==> config.mk <==
export PLATFORM = sky130hd
export DESIGN_NAME = rand_value_pool
export DESIGN_NICKNAME = d
export VERILOG_FILES = /design/src/rtl/rand_value_pool.sv
export SDC_FILE = /design/constraint.sdc
export NUM_CORES = 1
export LEC_CHECK = 0
export ABC_AREA = 1
export CAP_MARGIN = 20
export CORE_ASPECT_RATIO = 0.6
export CORE_MARGIN = 2
export CORE_UTILIZATION = 50
export CTS_CLUSTER_DIAMETER = 80
export CTS_CLUSTER_SIZE = 10
export DETAILED_ROUTE_END_ITERATION = 7
export PLACE_DENSITY_LB_ADDON = 0.1
export SYNTH_ARGS = -nofsm -noshare
export SYNTH_HDL_FRONTEND = slang
export SYNTH_SLANG_ARGS = --single-unit
==> constraint.sdc <==
create_clock -name CLOCK -period 2.4 [get_ports CLOCK]
set_input_delay 0.36 -clock CLOCK [delete_from_list [all_inputs] [get_ports CLOCK]]
set_output_delay 0.36 -clock CLOCK [all_outputs]
set_load 0.03 [all_outputs]
==> src/rtl/rand_value_pool.sv <==
// rand_value_pool: requests random values over a toggle trigger and keeps a FIFO of unique in-range samples.
module rand_value_pool #(
  parameter int DEPTH     = 8,
  parameter int MIN_VAL   = 1,
  parameter int MAX_VAL   = 127,
  parameter int LATENCY   = 2,
  parameter int MAX_RETRY = 15
) (
  input  logic                     CLOCK,
  input  logic                     RESET,
  input  logic [7:0]               random_in,
  output logic                     trigger,
  input  logic                     pop,
  output logic [7:0]               value,
  output logic                     valid,
  output logic [$clog2(DEPTH):0]   count,
  output logic                     full,
  output logic                     retry_err
);
  localparam int AW = $clog2(DEPTH);
  localparam int WW = $clog2(LATENCY);
  localparam int RW = $clog2(MAX_RETRY + 2);
  localparam logic [1:0] IDLE = 2'd0, REQ = 2'd1, WAIT = 2'd2, CHECK = 2'd3;
  logic [1:0]       state_q, state_d;
  logic [WW-1:0]    wait_q, wait_d;
  logic [RW-1:0]    retry_q, retry_d;
  logic [AW-1:0]    head_q, tail_q, head_d;
  logic [AW:0]      count_q;
  logic [DEPTH-1:0] vld_q, vld_d, hit;
  logic [7:0]       mem_q [DEPTH];
  logic [7:0]       value_q;
  logic             trig_q, err_q;
  logic             in_range, check, accept, force_wr, wr, rd;
  // Only slots holding live entries take part in the duplicate screen.
  for (genvar i = 0; i < DEPTH; i++) begin : g_hit
    assign hit[i] = vld_q[i] && mem_q[i] == random_in;
  end
  assign in_range = random_in >= 8'(MIN_VAL) && random_in <= 8'(MAX_VAL);
  assign check    = state_q == CHECK;
  assign accept   = check && in_range && !(|hit);
  assign force_wr = check && !accept && retry_q == RW'(MAX_RETRY);
  assign wr       = accept || force_wr;
  assign rd       = pop && valid;
  assign head_d   = head_q + AW'(rd);
  always_comb begin
    state_d = state_q == IDLE ? (count_q < (AW+1)'(DEPTH) ? REQ : IDLE) :
              state_q == REQ  ? WAIT :
              state_q == WAIT ? (wait_q == '0 ? CHECK : WAIT) :
              (wr ? IDLE : REQ);
    wait_d  = state_q == REQ ? WW'(LATENCY - 1) :
              (state_q == WAIT && wait_q != '0) ? wait_q - WW'(1) : wait_q;
    retry_d = wr ? '0 : check ? retry_q + RW'(1) : retry_q;
    vld_d   = (vld_q & ~(DEPTH'(rd) << head_q)) | (DEPTH'(wr) << tail_q);
  end
  always_ff @(posedge CLOCK) begin
    if (RESET) begin
      state_q <= IDLE;
      wait_q  <= '0;
      retry_q <= '0;
      head_q  <= '0;
      tail_q  <= '0;
      count_q <= '0;
      vld_q   <= '0;
      value_q <= '0;
      trig_q  <= 1'b0;
      err_q   <= 1'b0;
    end else begin
      state_q <= state_d;
      wait_q  <= wait_d;
      retry_q <= retry_d;
      head_q  <= head_d;
      tail_q  <= tail_q + AW'(wr);
      count_q <= count_q + (AW+1)'(wr) - (AW+1)'(rd);
      vld_q   <= vld_d;
      // A write landing on the new head bypasses storage so value stays current.
      value_q <= (wr && head_d == tail_q) ? random_in : mem_q[head_d];
      trig_q  <= trig_q ^ (state_q == REQ);
      err_q   <= err_q | force_wr;
    end
  end
  always_ff @(posedge CLOCK) begin
    if (wr) mem_q[tail_q] <= random_in;
  end
  assign trigger   = trig_q;
  assign value     = value_q;
  assign count     = count_q;
  assign valid     = count_q != '0;
  assign full      = count_q == (AW+1)'(DEPTH);
  assign retry_err = err_q;
endmodule

==> reports/results.txt <==
Number of global-route vias before repair - 4260
Placement Cell Area - 6130 sq um
Max-cap violations - 0
Register bit count reported by yosys - 100
Post-route cell area - 6960 sq um
Synth Area per Inst - 8.77 sq um
Clk root buf - clkbuf_16
Clock share of power - 24.2%
Combinational Power Share - 44.0%
Largest net degree at the start of global routing - 30
Vias/cell - 5.47
Hold Vio Cnt, Final - 0
Initial DRC Count - 507
Syn nets - 635
CTS Buf Count - 9
Initial Utilization - 52.4%
Share of cells above drive strength 1 - 26.2%
Antenna cells - 0
# hold bufs at CTS - 0
CTS Buffer Depth - 2
Std cell rows - 28
Chip Width - 136 um
Delay of the slowest cell on the worst path - 0.44 ns
Status - finished, violations left
Critical Path Start Type - flip-flop
Final ANT Viol Nets - 0
Drt pass-1 iters - 5
First-pass GRT wire length - 23.9 mm
Top Ports - 27
Top achievable clock speed - 407 MHz
Clock transition at path regs - 0.07 ns
Yosys top cell area share - 36.6%
Highest Signal Layer - met4
H-Tree Level Count - 3
RSZ-0062 raised after global routing - yes
Worst-Margin Slew - 0.341 ns
Number of port buffers - 26
Psw - 2.28 mW
Clock Sinks - 100
WL final - 15.5 mm
Setup Crit Path Kind - flip-flop to flip-flop
Most instantiated library cell after synthesis - nand2_1
GR Overflow Total - 0
Utilization after layout - 69.4%
Slew HR - 77.2%
Tcrit/Tclk final - 102%
Crit path DAT - 2.69 ns
Initial antenna violation count - 0
FFs w/ async S/R, synth - 0%
Power Internal - 4.10 mW
Layout Skew - 0.00574 ns
Total number of vias - 4618
CP Max Fanout - 3
Power Total - 6.38 mW
Reg-to-reg slack, setup - -0.05 ns
CP max stage cell - edfxtp_1
Leak - 2.88 nW
Most used DFF post-synth - edfxtp_1
Setup WS post-layout - -0.0542 ns
Critical path capture point type - flip-flop
Critical path's most frequent cell - nor2_1
Required time of the critical path - 2.64 ns
Power Dens Cells - 917 nW/um^2
Failing checks - negative setup slack
Met1 WL - 7.47 mm
Layout Area Growth over Synthesis - 32.5%
Slew Viols, Final - 0
Number of synthesized flops with an enable pin - 64
Wirelength per Cell - 18.4 um
Synth area leader - edfxtp_1
DIE AREA - 11400 sq um
Hold slack final - 0.329 ns
Yosys cell types - 41
DRC violations left - 0
VDD IR-drop max - 0.539 mV
Synthesis Warnings - 0
Seq pwr share - 31.8%
Final Wtd Congestion - 0.940
Detailed route wirelength on metal2 - 6.19 mm
Post-synth top cells - 123 x nand2_1, 64 x edfxtp_1, 62 x nor2_1
Routed length on met3 - 1.67 mm
Later-pin clock latency in the skew report - 0.35 ns
Post-Syn Instances - 599
Synthesized area - 5250 sq um
Synth top area cells - edfxtp_1 37%, dfxtp_1 14%, nand2_1 8.8%
Setup violators final - 6
Sequential area share after synthesis - 50.3%
CTS tree - built
Hold crit path type - input pin to flip-flop
Tmin final - 2.45 ns
Post-DP HPWL - 11.2 mm
Die Ht - 83.4 um
Critical path cell sequence - nand2_1 > o21ai_1 > nor2_1 > nand3_1 > nor2_1 > nor2_1 > nand3_2 > nand2_2 > inv_2 > ha_4 > inv_2 > ha_4 > inv_4 > fa_2 > xor2_2 > nor2_1
Final Net Count - 740
Core area - 10000 sq um
GR Util All Layers - 28.3%
Net Sw Frac - 35.7%
final timing paths:
check / cells past startpoint / end / startpoint
min reg2reg: 2 / retry_err / retry_err
max reg2reg: 16 / count[2] / mem_q[6][3]
min: 1 / mem_q[3][6] / random_in[6]
max: 16 / count[2] / mem_q[6][3]
layout by cell type, fill, tap and decap left out, types with 6 or more instances in the layout:
cell and instances:
buf_4 76, xnor2_1 10, ha_4 6, buf_6 6, nor2_1 55, xor2_1 16, o21ai_0 27, nand2_2 8
o21ai_1 10, inv_2 9, clkdlybuf4s50_1 18, ha_1 16, clkbuf_16 9, nand2_1 115, inv_1 51, dfxtp_1 32
a21oi_2 6, a21oi_1 41, nand3_1 32, nor3_1 7, buf_12 9, edfxtp_1 64, nor2_2 6
layout make-up:
cell class | count | area, sq um
tap | 135 | 169
multi-input combinational | 407 | 2480
timing repair buffer | 118 | 1070
clock inverter | 7 | 90.1
inverter | 67 | 268
clock buffer | 9 | 225
fill | 794 | 3060
timing repair inverter | 1 | 7.51
sequential | 100 | 2650
registers in the layout, summed over array words and instances (netlist names):
| register | count |
|---|---|
| head_q | 3 |
| tail_q | 3 |
| trigger | 1 |
| wait_q | 1 |
| count | 4 |
| retry_q | 5 |
| state_q | 2 |
| vld_q | 8 |
| mem_q | 64 |
| value | 8 |
| retry_err | 1 |
per-layer routing:
metal  track usage (%)  vias up
met4              5.30        0
met3              7.69       20
met1              44.8     2190
met5                 0        -
li1                  -     2205
met2              38.2      203
cell families (layout without fill, tap and decap cells):
| group | after synthesis | after routing | synth area share, % |
|---|---|---|---|
| compound gates | 108 | 108 | 11.5 |
| flops | 100 | 100 | 50.3 |
| xor+xnor | 30 | 30 | 5.00 |
| mux | 1 | 1 | 0.191 |
| simple gates | 243 | 243 | 19.5 |
| buf+inv | 92 | 202 | 7.41 |
| fa+ha+maj | 25 | 25 | 6.10 |
worst max-delay path, delay by kind of cell, from the launching register on:
kind	cells	cell delay [ns]
AOI/OAI and AO/OA	1	0.07
xor gates and xnor gates	1	0.15
adders and majority gates	3	0.67
buffers and inverters	3	0.17
DFF	1	0.44
and+or+nand+nor	8	0.84
power groups by stage:
stage | logic, mW | registers, mW | clock network [mW]
after floorplan | 1.32 | 2.24 | 0
after global placement | 2.46 | 2.05 | 0
after detailed placement | 2.48 | 2.06 | 0
after CTS | 2.62 | 2.03 | 1.56
after global routing | 3.02 | 2.05 | 1.62
final | 2.81 | 2.03 | 1.54
per-stage QoR:
step / cells / worst slack (ns) / TNS [ns]
3_5_place_dp: 798 / -0.806 / -39.07
6_report: 844 / -0.0542 / -0.197
5_1_grt: 844 / -0.164 / -1.07
3_3_place_gp: 798 / -0.732 / -36.86
4_1_cts: 839 / -0.0506 / -0.0617
2_1_floorplan: 599 / -0.00881 / -0.00881
what timing repair did:
item / CTS / global route
resized for setup: 45 / 50
gates cloned: 1 / 1
endpoints found under the setup margin: 81 / 38
pin swaps: 14 / 27
setup buffers: 24 / 5
Power figures use the tool's default switching activity.
